==> src/rtl/wide_compare_sequencer.sv <==
// Two-requester wide unsigned compare built on one shared 4-bit magnitude comparator.
// Slices are examined MSB first, one per cycle, stopping at the first unequal slice.

module magnitude_comparator (
    input  logic [3:0] a,
    input  logic [3:0] b,
    output logic       gt,
    output logic       lt,
    output logic       eq
);
    assign gt = (a > b);
    assign lt = (a < b);
    assign eq = (a == b);
endmodule

module wide_compare_sequencer #(
    parameter int NSLICE = 4
) (
    input  logic                  clock,
    input  logic                  reset,
    input  logic                  req0,
    input  logic [4*NSLICE-1:0]   a0,
    input  logic [4*NSLICE-1:0]   b0,
    input  logic                  req1,
    input  logic [4*NSLICE-1:0]   a1,
    input  logic [4*NSLICE-1:0]   b1,
    output logic                  done0,
    output logic                  done1,
    output logic                  a_gt_b,
    output logic                  a_lt_b,
    output logic                  a_eq_b,
    output logic                  grant_id,
    output logic                  busy,
    output logic [1:0]            fsm_state
);
    localparam int WIDTH = 4 * NSLICE;
    localparam int CW    = (NSLICE > 1) ? $clog2(NSLICE) : 1;

    typedef enum logic [1:0] {
        IDLE    = 2'd0,
        COMPARE = 2'd1,
        DONE    = 2'd2
    } state_t;

    state_t           state, next_state;
    logic [WIDTH-1:0] a_q, b_q;
    logic [CW-1:0]    cnt;
    logic             last_served;
    logic             grant;
    logic             pick;
    logic [3:0]       a_slice, b_slice;
    logic             sl_gt, sl_lt, sl_eq;

    // Slice index is cnt*4; the two low zero bits form the multiply.
    assign a_slice = a_q[{cnt, 2'b00} +: 4];
    assign b_slice = b_q[{cnt, 2'b00} +: 4];

    magnitude_comparator u_cmp (
        .a  (a_slice),
        .b  (b_slice),
        .gt (sl_gt),
        .lt (sl_lt),
        .eq (sl_eq)
    );

    // Round-robin: on a tie, the requester not served last wins.
    assign grant = req0 | req1;
    assign pick  = (req0 && req1) ? ~last_served : req1;

    always_ff @(posedge clock or posedge reset) begin
        if (reset) state <= IDLE;
        else       state <= next_state;
    end

    always_comb begin
        next_state = state;
        unique case (state)
            IDLE:    if (grant) next_state = COMPARE;
            COMPARE: if (!sl_eq || cnt == '0) next_state = DONE;
            DONE:    next_state = IDLE;
            default: next_state = IDLE;
        endcase
    end

    always_ff @(posedge clock or posedge reset) begin
        if (reset) begin
            a_q         <= '0;
            b_q         <= '0;
            cnt         <= '0;
            grant_id    <= 1'b0;
            last_served <= 1'b1;
            a_gt_b      <= 1'b0;
            a_lt_b      <= 1'b0;
            a_eq_b      <= 1'b0;
            done0       <= 1'b0;
            done1       <= 1'b0;
        end else begin
            done0 <= 1'b0;
            done1 <= 1'b0;
            unique case (state)
                IDLE: begin
                    if (grant) begin
                        grant_id <= pick;
                        a_q      <= pick ? a1 : a0;
                        b_q      <= pick ? b1 : b0;
                        cnt      <= CW'(NSLICE - 1);
                    end
                end
                COMPARE: begin
                    if (!sl_eq) begin
                        a_gt_b <= sl_gt;
                        a_lt_b <= sl_lt;
                        a_eq_b <= 1'b0;
                    end else if (cnt == '0) begin
                        a_gt_b <= 1'b0;
                        a_lt_b <= 1'b0;
                        a_eq_b <= 1'b1;
                    end else begin
                        cnt <= cnt - 1'b1;
                    end
                end
                DONE: begin
                    done0       <= ~grant_id;
                    done1       <= grant_id;
                    last_served <= grant_id;
                end
                default: ;
            endcase
        end
    end

    assign busy      = (state != IDLE);
    assign fsm_state = state;

endmodule

==> config.mk <==
export PLATFORM = sky130hd
export DESIGN_NAME = wide_compare_sequencer
export DESIGN_NICKNAME = d
export VERILOG_FILES = /design/src/rtl/wide_compare_sequencer.sv
export SDC_FILE = /design/constraint.sdc
export NUM_CORES = 1
export LEC_CHECK = 0
export CORE_ASPECT_RATIO = 1.4
export CORE_MARGIN = 5
export CORE_UTILIZATION = 42
export CTS_CLUSTER_SIZE = 28
export DETAILED_ROUTE_END_ITERATION = 12
export PLACE_DENSITY = 0.76
export SYNTH_ARGS = -nofsm -noshare
export SYNTH_HDL_FRONTEND = slang
export SYNTH_SLANG_ARGS = --single-unit
==> constraint.sdc <==
create_clock -name clock -period 3.8 [get_ports clock]
set_input_delay 0.57 -clock clock [delete_from_list [all_inputs] [get_ports clock]]
set_output_delay 0.57 -clock clock [all_outputs]
set_load 0.01 [all_outputs]
==> flow_metrics.env <==
export IMPL_hold_ws_ps=458
export IMPL_reg2reg_depth=6
export IMPL_cp_required_ps=4000
export IMPL_synth_cell_types=33
export IMPL_worstSkewPairLatency_ps=290
export IMPL_max_freq_mhz=407
export IMPL_finalSetupViolations=0
export IMPL_holdPathStages=1
export IMPL_die_h_microns=97.9
export IMPL_cts_hold_buf=0
export IMPL_r2r_slack_ps=1340
export IMPL_tns_ps=0
export IMPL_htree_levels=2
export IMPL_final_hold_viol_count=0
export IMPL_die_area_sq_um=7130
export IMPL_synth_warnings=0
export IMPL_final_common_cell="clkdlybuf4s50_1"
export IMPL_power_leakage_nw=1.44
export IMPL_maxCapViolCount=0
export IMPL_clock_path_buffers=2
export IMPL_grt_remaining_overflow=0
export IMPL_p_per_area_nw_per_um2=705
export IMPL_syn_inst=210
export IMPL_core_sq_um=5450
export IMPL_hold_start="grant_id$_DFFE_PP0P_"
export IMPL_vias=1761
export IMPL_slew_headroom_pct=34.5
export IMPL_grt_max_degree=44
export IMPL_fp_row_count=32
export IMPL_nets=356
export IMPL_cts_buffers=5
export IMPL_ir_drop_mv=0.291
export IMPL_drc=0
export IMPL_routed_wirelength_microns=5040
export IMPL_hold_path_class="flip-flop to flip-flop"
export IMPL_synth_seq_cells=43
export IMPL_place_congestion=0.740
export IMPL_ys_seq_area_share_pct=46.5
export IMPL_final_cells=352
export IMPL_design_area_sq_um=3230
export IMPL_cts_clk_slew_worst_paths_ps=80
export IMPL_r2r_start="cnt[0]$_DFFE_PP0P_"
export IMPL_clock_sinks=43
export IMPL_mostFrequentLayoutCells="clkdlybuf4s50_1, dfrtp_1, nand2_1"
export IMPL_track_usage_pct=15.4
export IMPL_nFillCells=489
export IMPL_grt_pass1_wl_microns=8550
export IMPL_postRouteAntennaNets=0
export IMPL_rsz0062_at_grt="false"
export IMPL_min_to="done0$_DFF_PP0_"
export IMPL_layout_drive_gt1_share_pct=10.6
export IMPL_syn_nets=283
export IMPL_cp_max_fo=10
export IMPL_first_iter_violations=55
export IMPL_cts_root_buf="clkbuf_8"
export IMPL_syn_cell_area_sq_um=2320
export IMPL_pin_count=77
export IMPL_rr_endpoint="a_gt_b$_DFFE_PP0P_"
export IMPL_syn2layout_area_growth_pct=39.3
export IMPL_fin_crit_sh_pct=64.6
export IMPL_cp_start_kind="flip-flop"
export IMPL_die_x_microns=72.8
export IMPL_status="completed"
export IMPL_cts_tree="yes"
export IMPL_dpl_cell_area_sq_um=3090
export IMPL_drt_first_pass_iters=4
export IMPL_numPortBuffers=76
export IMPL_cp_end_kind="flip-flop"
export IMPL_initial_core_util_pct=42.6
export IMPL_drv_slew=0
export IMPL_grt_pass1_vias=1869
export IMPL_worst_slew_pin_transition_ps=979
export IMPL_clock_skew_ps=8.17
export IMPL_post_cts_buffers=0
export IMPL_routed_via_density=5.00
export IMPL_wl_per_cell_microns=14.3
export IMPL_diodes=0
export IMPL_hpwl_microns=3980
export IMPL_syn_area_per_cell_sq_um=11.0
export IMPL_period_needed_ps=2460
export IMPL_ctsResizeCount=0
export IMPL_dp_cells=344
export IMPL_antenna_found_initial=0
export IMPL_arrival_ps=2660
export IMPL_path_class="flip-flop to flip-flop"
-- logic make-up (layout without fill, tap and decap cells) --
family	after synthesis	count (layout)	share of synthesized area, %
AOI/OAI and AO/OA	47	47	13.3
adders and majority gates	5	5	2.70
buffers and inverters	23	97	6.26
DFF	43	43	46.5
muxes	40	40	21.6
and+or+nand+nor	52	52	9.66
-- how the worst max path moves through the flow --
stage,from,to,slack (ps),cells past startpoint
2_1_floorplan,cnt[0]$_DFFE_PP0P_,a_lt_b$_DFFE_PP0P_,1700,6
3_3_place_gp,req0,b_q[6]$_DFFE_PP0P_,1320,4
3_5_place_dp,req0,b_q[9]$_DFFE_PP0P_,1270,5
4_1_cts,cnt[0]$_DFFE_PP0P_,a_gt_b$_DFFE_PP0P_,1310,6
5_1_grt,cnt[0]$_DFFE_PP0P_,a_gt_b$_DFFE_PP0P_,1090,6
6_report,cnt[0]$_DFFE_PP0P_,a_gt_b$_DFFE_PP0P_,1340,6
-- routing by layer --
metal / GRT usage, % / share of wire (%) / vias up
met5: 0 / 0 / -
met4: 6.11 / 1.9 / 0
met3: 3.71 / 4.8 / 8
met2: 26.2 / 53 / 45
met1: 18.4 / 40 / 823
li1: - / - / 885
-- through the flow --
stage               total power [mW]  worst slack (ps)  util [%]
finish                          2.28              1340      59.3
global route                    2.46              1090      59.3
CTS                             2.30              1310      59.3
detailed placement              1.88              1270      56.8
global placement                1.83              1320      56.8
floorplan                       1.57              1700         -
-- sequential cells by signal (all words and copies together) (netlist names) --
register     count
a_eq_b           1
a_gt_b           1
a_lt_b           1
a_q             16
b_q             16
cnt              2
done0            1
done1            1
fsm_state        2
grant_id         1
last_served      1
-- report_power, final --
group          internal [mW]  total, mW  leakage [nW]  switching [mW]
combinational          0.522       1.03         0.851           0.509
sequential             0.674      0.826         0.525           0.152
clock                  0.262      0.420        0.0644           0.158
-- worst max-delay path, cell delays in order (launching register included) --
cell	delay, ps
dfrtp_1	700
mux4_2	590
ha_1	350
nand4_1	200
o21ai_0	360
nand2_1	90
o31ai_1	70
-- layout make-up --
| class | instances | area, sq um | share of cell area, % |
|---|---|---|---|
| multi-input combinational | 144 | 1110 | 34.4 |
| clock inverter | 3 | 67.6 | 2.09 |
| sequential | 43 | 1080 | 33.3 |
| tap | 68 | 85.1 | 2.63 |
| timing repair buffer | 79 | 783 | 24.2 |
| clock buffer | 5 | 68.8 | 2.13 |
| inverter | 10 | 37.5 | 1.16 |
-- synthesized netlist by cell type, drive strengths merged --
master | n | share of area, %
inv | 10 | 1.6
o21ai | 35 | 8.4
buf | 11 | 4.3
nor3 | 2 | 0.43
mux4 | 8 | 7.8
or2b | 1 | 0.32
nand4 | 1 | 0.27
a21boi | 1 | 0.49
a2111oi | 1 | 1.2
and4 | 1 | 0.38
a22o | 1 | 0.38
mux2i | 32 | 14
nor2b | 1 | 0.27
nand3 | 2 | 0.43
o31ai | 1 | 0.32
nor2 | 9 | 1.8
a21oi | 2 | 0.43
clkbuf | 2 | 0.32
a21o | 2 | 0.65
nand2b | 1 | 0.27
ha | 5 | 2.7
a211oi | 3 | 1.2
dfstp | 1 | 1.1
nand2 | 34 | 5.5
dfrtp | 42 | 45
o21a | 1 | 0.32
Power figures use the tool's default switching activity.
